==> src/rtl/tea_pkg.sv <==
// Shared definitions for the iterative TEA/XTEA engine: default key-schedule
// constant, FSM state encoding and the initial decrypt-sum helper.
package tea_pkg;

  localparam logic [31:0] DEFAULT_DELTA = 32'h9e3779b9;

  typedef enum logic [1:0] {
    IDLE = 2'd0,
    RUN  = 2'd1,
    DONE = 2'd2
  } state_t;

  // Wide product; the caller truncates to its word size, which equals
  // truncating DELTA first because only the low bits survive the modulo.
  function automatic logic [63:0] init_decrypt_sum(input logic [31:0] delta,
                                                   input int unsigned rounds);
    logic [63:0] wide_delta;
    wide_delta = {32'd0, delta};
    return wide_delta * 64'(rounds);
  endfunction

endpackage

==> src/rtl/tea_round.sv <==
// One full TEA/XTEA cycle (both half-rounds) in either direction, purely combinational.
// XTEA datapath is present only when TEA_XTEA_EN is defined.
module tea_round
  import tea_pkg::*;
#(
  parameter int                   WORD_SIZE = 32,
  parameter logic [WORD_SIZE-1:0] DELTA     = WORD_SIZE'(DEFAULT_DELTA)
) (
  input  logic [WORD_SIZE-1:0] v0,
  input  logic [WORD_SIZE-1:0] v1,
  input  logic [WORD_SIZE-1:0] sum,
  input  logic [WORD_SIZE-1:0] k0,
  input  logic [WORD_SIZE-1:0] k1,
  input  logic [WORD_SIZE-1:0] k2,
  input  logic [WORD_SIZE-1:0] k3,
  input  logic                 decipher,
  input  logic                 mode,
  output logic [WORD_SIZE-1:0] v0_next,
  output logic [WORD_SIZE-1:0] v1_next,
  output logic [WORD_SIZE-1:0] sum_next
);

  function automatic logic [WORD_SIZE-1:0] tea_f(input logic [WORD_SIZE-1:0] x,
                                                 input logic [WORD_SIZE-1:0] ka,
                                                 input logic [WORD_SIZE-1:0] kb,
                                                 input logic [WORD_SIZE-1:0] s);
    return ((x << 4) + ka) ^ (x + s) ^ ((x >> 5) + kb);
  endfunction

`ifdef TEA_XTEA_EN
  function automatic logic [WORD_SIZE-1:0] xtea_mix(input logic [WORD_SIZE-1:0] x);
    return ((x << 4) ^ (x >> 5)) + x;
  endfunction

  function automatic logic [WORD_SIZE-1:0] key_sel(input logic [1:0] idx);
    case (idx)
      2'd0:    return k0;
      2'd1:    return k1;
      2'd2:    return k2;
      default: return k3;
    endcase
  endfunction
`else
  logic unused_mode;
  assign unused_mode = mode;
`endif

  logic [WORD_SIZE-1:0] mid_sum;

  always_comb begin
    mid_sum  = sum;
    v0_next  = v0;
    v1_next  = v1;
    sum_next = sum;
`ifdef TEA_XTEA_EN
    if (mode) begin
      // XTEA: the sum steps between the two half-rounds, so each half keys off a different sum
      if (!decipher) begin
        v0_next  = v0 + (xtea_mix(v1) ^ (sum + key_sel(sum[1:0])));
        mid_sum  = sum + DELTA;
        v1_next  = v1 + (xtea_mix(v0_next) ^ (mid_sum + key_sel(mid_sum[12:11])));
        sum_next = mid_sum;
      end else begin
        v1_next  = v1 - (xtea_mix(v0) ^ (sum + key_sel(sum[12:11])));
        mid_sum  = sum - DELTA;
        v0_next  = v0 - (xtea_mix(v1_next) ^ (mid_sum + key_sel(mid_sum[1:0])));
        sum_next = mid_sum;
      end
    end else
`endif
    if (!decipher) begin
      mid_sum  = sum + DELTA;
      v0_next  = v0 + tea_f(v1, k0, k1, mid_sum);
      v1_next  = v1 + tea_f(v0_next, k2, k3, mid_sum);
      sum_next = mid_sum;
    end else begin
      v1_next  = v1 - tea_f(v0, k2, k3, sum);
      v0_next  = v0 - tea_f(v1_next, k0, k1, sum);
      sum_next = sum - DELTA;
    end
  end

endmodule

==> src/rtl/tea_iter_engine.sv <==
// Iterative TEA/XTEA engine with start/ready/done handshake, one cycle per clock.
// Define TEA_XTEA_EN to build the XTEA datapath and honour iMode.
module tea_iter_engine
  import tea_pkg::*;
#(
  parameter int          WORD_SIZE    = 32,
  parameter logic [31:0] DELTA        = DEFAULT_DELTA,
  parameter int          ROUND_NUMBER = 32
) (
  input  logic                 clk,
  input  logic                 rst,
  input  logic                 iStart,
  input  logic                 iDecipher,
  input  logic                 iMode,
  input  logic [WORD_SIZE-1:0] iV0,
  input  logic [WORD_SIZE-1:0] iV1,
  input  logic [WORD_SIZE-1:0] iK0,
  input  logic [WORD_SIZE-1:0] iK1,
  input  logic [WORD_SIZE-1:0] iK2,
  input  logic [WORD_SIZE-1:0] iK3,
  output logic                 oReady,
  output logic                 oDone,
  output logic [WORD_SIZE-1:0] oC0,
  output logic [WORD_SIZE-1:0] oC1
);

  localparam logic [WORD_SIZE-1:0] DELTA_W     = WORD_SIZE'(DELTA);
  localparam logic [WORD_SIZE-1:0] DECRYPT_SUM =
    WORD_SIZE'(init_decrypt_sum(DELTA, ROUND_NUMBER));
  localparam logic [7:0]           LAST_COUNT  = 8'(ROUND_NUMBER - 1);

  state_t state, next_state;
  logic   accept, finish;

  logic [7:0]           count;
  logic [WORD_SIZE-1:0] v0, v1, sum;
  logic [WORD_SIZE-1:0] k0, k1, k2, k3;
  logic                 decipher;
  logic                 mode;
  logic [WORD_SIZE-1:0] v0_next, v1_next, sum_next;

  always_ff @(posedge clk) begin
    if (rst) state <= IDLE;
    else     state <= next_state;
  end

  // A start is only honoured while ready; DONE accepts directly for back-to-back blocks
  always_comb begin
    next_state = state;
    oReady     = 1'b0;
    oDone      = 1'b0;
    accept     = 1'b0;
    finish     = 1'b0;
    case (state)
      IDLE: begin
        oReady = 1'b1;
        accept = iStart;
        if (iStart) next_state = RUN;
      end
      RUN: begin
        finish = (count == LAST_COUNT);
        if (finish) next_state = DONE;
      end
      DONE: begin
        oReady     = 1'b1;
        oDone      = 1'b1;
        accept     = iStart;
        next_state = iStart ? RUN : IDLE;
      end
      default: next_state = IDLE;
    endcase
  end

  always_ff @(posedge clk) begin
    if (rst) begin
      count    <= '0;
      v0       <= '0;
      v1       <= '0;
      sum      <= '0;
      k0       <= '0;
      k1       <= '0;
      k2       <= '0;
      k3       <= '0;
      decipher <= 1'b0;
      oC0      <= '0;
      oC1      <= '0;
    end else if (accept) begin
      count    <= '0;
      v0       <= iV0;
      v1       <= iV1;
      sum      <= iDecipher ? DECRYPT_SUM : '0;
      k0       <= iK0;
      k1       <= iK1;
      k2       <= iK2;
      k3       <= iK3;
      decipher <= iDecipher;
    end else if (state == RUN) begin
      count <= count + 8'd1;
      v0    <= v0_next;
      v1    <= v1_next;
      sum   <= sum_next;
      if (finish) begin
        oC0 <= v0_next;
        oC1 <= v1_next;
      end
    end
  end

`ifdef TEA_XTEA_EN
  always_ff @(posedge clk) begin
    if (rst)         mode <= 1'b0;
    else if (accept) mode <= iMode;
  end
`else
  logic unused_imode;
  assign unused_imode = iMode;
  assign mode         = 1'b0;
`endif

  tea_round #(
    .WORD_SIZE(WORD_SIZE),
    .DELTA    (DELTA_W)
  ) u_round (
    .v0      (v0),
    .v1      (v1),
    .sum     (sum),
    .k0      (k0),
    .k1      (k1),
    .k2      (k2),
    .k3      (k3),
    .decipher(decipher),
    .mode    (mode),
    .v0_next (v0_next),
    .v1_next (v1_next),
    .sum_next(sum_next)
  );

endmodule

==> config.mk <==
export PLATFORM = sky130hd
export DESIGN_NAME = tea_iter_engine
export DESIGN_NICKNAME = d
export VERILOG_FILES = /design/src/rtl/tea_pkg.sv /design/src/rtl/tea_round.sv /design/src/rtl/tea_iter_engine.sv
export SDC_FILE = /design/constraint.sdc
export NUM_CORES = 2
export LEC_CHECK = 0
export ABC_CLOCK_PERIOD_IN_PS = 8600
export CAP_MARGIN = 5
export CORE_MARGIN = 2
export CORE_UTILIZATION = 40
export CTS_CLUSTER_SIZE = 40
export DETAILED_ROUTE_END_ITERATION = 10
export SYNTH_ARGS = -nofsm -noshare
export SYNTH_HDL_FRONTEND = slang
export SYNTH_SLANG_ARGS = --single-unit
==> constraint.sdc <==
create_clock -name clk -period 8.6 [get_ports clk]
set_input_delay 2.58 -clock clk [delete_from_list [all_inputs] [get_ports clk]]
set_output_delay 2.58 -clock clk [all_outputs]
set_load 0.05 [all_outputs]
==> impl_metrics.ini <==
[final_layout]
final_common_cell = buf_4
final_cell_mix = buf_4, xnor2_1, nand2_1
diodes = 0
multi_input_area_um2 = 32700
final_nets = 7048
area_growth_pct = 53.3
seqCellArea_um2 = 6000
fillers = 8083
layout-drive-gt1-share_pct = 31.9
final_core_util_pct = 62.0

[floorplanning]
rows = 110
die_h_um = 306
core_area_um2 = 90100
start_util_pct = 40.4
io_pins = 263
die_w_um = 306
die_area_um2 = 93500

[timing]
tns_ns = -22.57
post-route-period-util_pct = 111
setup_viol = 47
maxSlewViolCount = 0
setup_slack_ns = -0.989
fmax_mhz = 104
layout_min_cycle_time_ns = 9.59
tightest_slew_ns = 1.17
slew_headroom_pct = 21.6
rsz0062_at_grt = true
skew_ns = 0.0322
hold_viol_final = 0

[setup_path]
slowest_delay_ns = 0.49
critical_path.top_delay_family = compound AO/OA/AOI/OAI gates
cp-end-kind = flop
crit_path_end = oC1[31]$_SDFFE_PP0P_
slowest_stage = or4_4
cp.depth = 46
reg2regPathDepth = 46
crit_path_start = sum[0]$_SDFFE_PP0P_
r2r-start = sum[0]$_SDFFE_PP0P_
worstPathArrival_ns = 10.05
critPathBufInv = 4
startpoint_type = flop
setup.worst_path.class = flop to flop
r2r_slack_ns = -0.99
required_ns = 9.06
crit_top_cell = ha_4
crit_fanout = 6
r2r_end = oC1[31]$_SDFFE_PP0P_

[route]
first_pass_iters = 7
postRouteWirelength_mm = 166
via_count = 41832
post_drt_wl_per_cell_um = 22.0
drc = 0
antenna_left = 0
drtIter0Drc = 3276
viasPerCell = 5.53

[clocking]
cts_inserted_buffers = 42
clock_latency_ns = 0.64
cts.clk_slew.worst_paths_ns = 0.06
h-tree-depth = 2
clock-root-buffer = clkbuf_16
cts_tree = done
clkSinkCount = 299
clockBufferDepth = 3

[grt]
grt_pass1_wl_mm = 241
antenna_found_initial = 0
grt.overflow.total = 0
grt_max_degree = 135
grt_pass1_vias = 39769
grtUsageTotal_pct = 33.9

[logic_synthesis]
synth_fp_nets = 5451
synth_area_um2 = 36400
synth_warnings = 0
synth.distinct_cells = 92
synth_edf_count = 0
postSynthCellCount = 4754
synth_area_per_cell_um2 = 7.66
synth-seq-cells = 299
synth_flop_cell = dfxtp_1
async_flop_share_pct = 0
ys_seq_area_share_pct = 16.4

[run]
maxCapViolations = 0

[placed_design]
gp_congestion = 1.00
portBuffers = 261
hpwl_mm = 133

[worst_hold_path]
min_path_type = flop to flop

[status]
status = complete, but fails checks
violations = setup timing
==> registers in the layout, indices dropped and copies added (netlist names) <==
register / flops
count: 8
decipher: 1
k0: 32
k1: 32
k2: 32
k3: 32
oC0: 32
oC1: 32
state: 2
sum: 32
v0: 32
v1: 32
==> cell usage after synthesis (55+ instances only) <==
library cell  instances  share of area (%)
a211oi_1             64                1.3
a21o_1              260                5.4
a21oi_1             557                7.7
clkbuf_1            141                1.5
dfxtp_1             299                 16
ha_1                484                 17
inv_1               121                1.2
nand2_1             545                5.6
nand3_1              55               0.76
nor2_1              394                4.1
nor3_1               64               0.88
o21ai_0             237                3.3
xnor2_1             594                 14
xor2_1              127                3.1
==> cell type report <==
cell class | count | area share [%]
Multi-Input combinational cell | 4173 | 58.6
Timing Repair Buffer | 1714 | 24.7
Sequential cell | 299 | 10.7
Tap cell | 1176 | 2.63
Clock buffer | 51 | 2.02
Inverter | 121 | 0.813
Clock inverter | 24 | 0.526
==> worst min-delay path, delay by kind of cell, from the launching register on <==
family             cells  cell delay [ns]
DFF                    1             0.30
and+or+nand+nor        1             0.05
AOI/OAI and AO/OA      1             0.05
==> what timing repair did <==
| action | CTS | global route |
|---|---|---|
| setup endpoints to repair | 68 | 72 |
| hold buffers | 0 | 0 |
| pin swaps | 149 | 231 |
| resized for setup | 275 | 379 |
| setup buffers | 54 | 70 |
==> layer usage <==
metal  part of all wire (%)  wire length (um)  vias to the layer above  global-route usage (%)
met3                    5.5              9130                      466                    3.22
li1                       -                 -                    20316                       -
met4                    9.0             15000                        0                    24.4
met1                     40             66500                    19501                    40.5
met5                      0                 0                        -                       0
met2                     46             75700                     1549                    56.9
==> cells by family after synthesis <==
| kind of cell | synth area share, % |
|---|---|
| muxes | 0.968 |
| DFF | 16.4 |
| xor gates and xnor gates | 18.0 |
| buffers and inverters | 2.97 |
| adders and majority gates | 17.5 |
| AOI/OAI and AO/OA | 27.7 |
| and+or+nand+nor | 16.4 |
==> per-stage QoR <==
stage,instance area [um^2],worst slack (ns),hold WS [ns],instances
2_1_floorplan,36500,-0.111,0.449,4754
3_3_place_gp,50100,-1.20,0.443,7370
3_5_place_dp,50100,-1.40,0.449,7370
4_1_cts,53400,-0.633,0.457,7498
5_1_grt,55900,-1.29,0.491,7558
6_report,55900,-0.989,0.456,7558
==> worst min path at each step <==
stage / start / end / slack, ns / depth (start not counted)
after floorplan: k1[31]$_SDFFE_PP0P_ / k1[31]$_SDFFE_PP0P_ / 0.45 / 2
after global placement: oC0[0]$_SDFFE_PP0P_ / oC0[0]$_SDFFE_PP0P_ / 0.44 / 2
after detailed placement: oC1[8]$_SDFFE_PP0P_ / oC1[8]$_SDFFE_PP0P_ / 0.45 / 2
after CTS: oC0[17]$_SDFFE_PP0P_ / oC0[17]$_SDFFE_PP0P_ / 0.46 / 2
after global routing: oC0[2]$_SDFFE_PP0P_ / oC0[2]$_SDFFE_PP0P_ / 0.49 / 2
final: oC0[2]$_SDFFE_PP0P_ / oC0[2]$_SDFFE_PP0P_ / 0.46 / 2
Power is left out: the tool's default activity adds up to more than one toggle a clock period on the data nets, which glitch-free logic cannot reach.
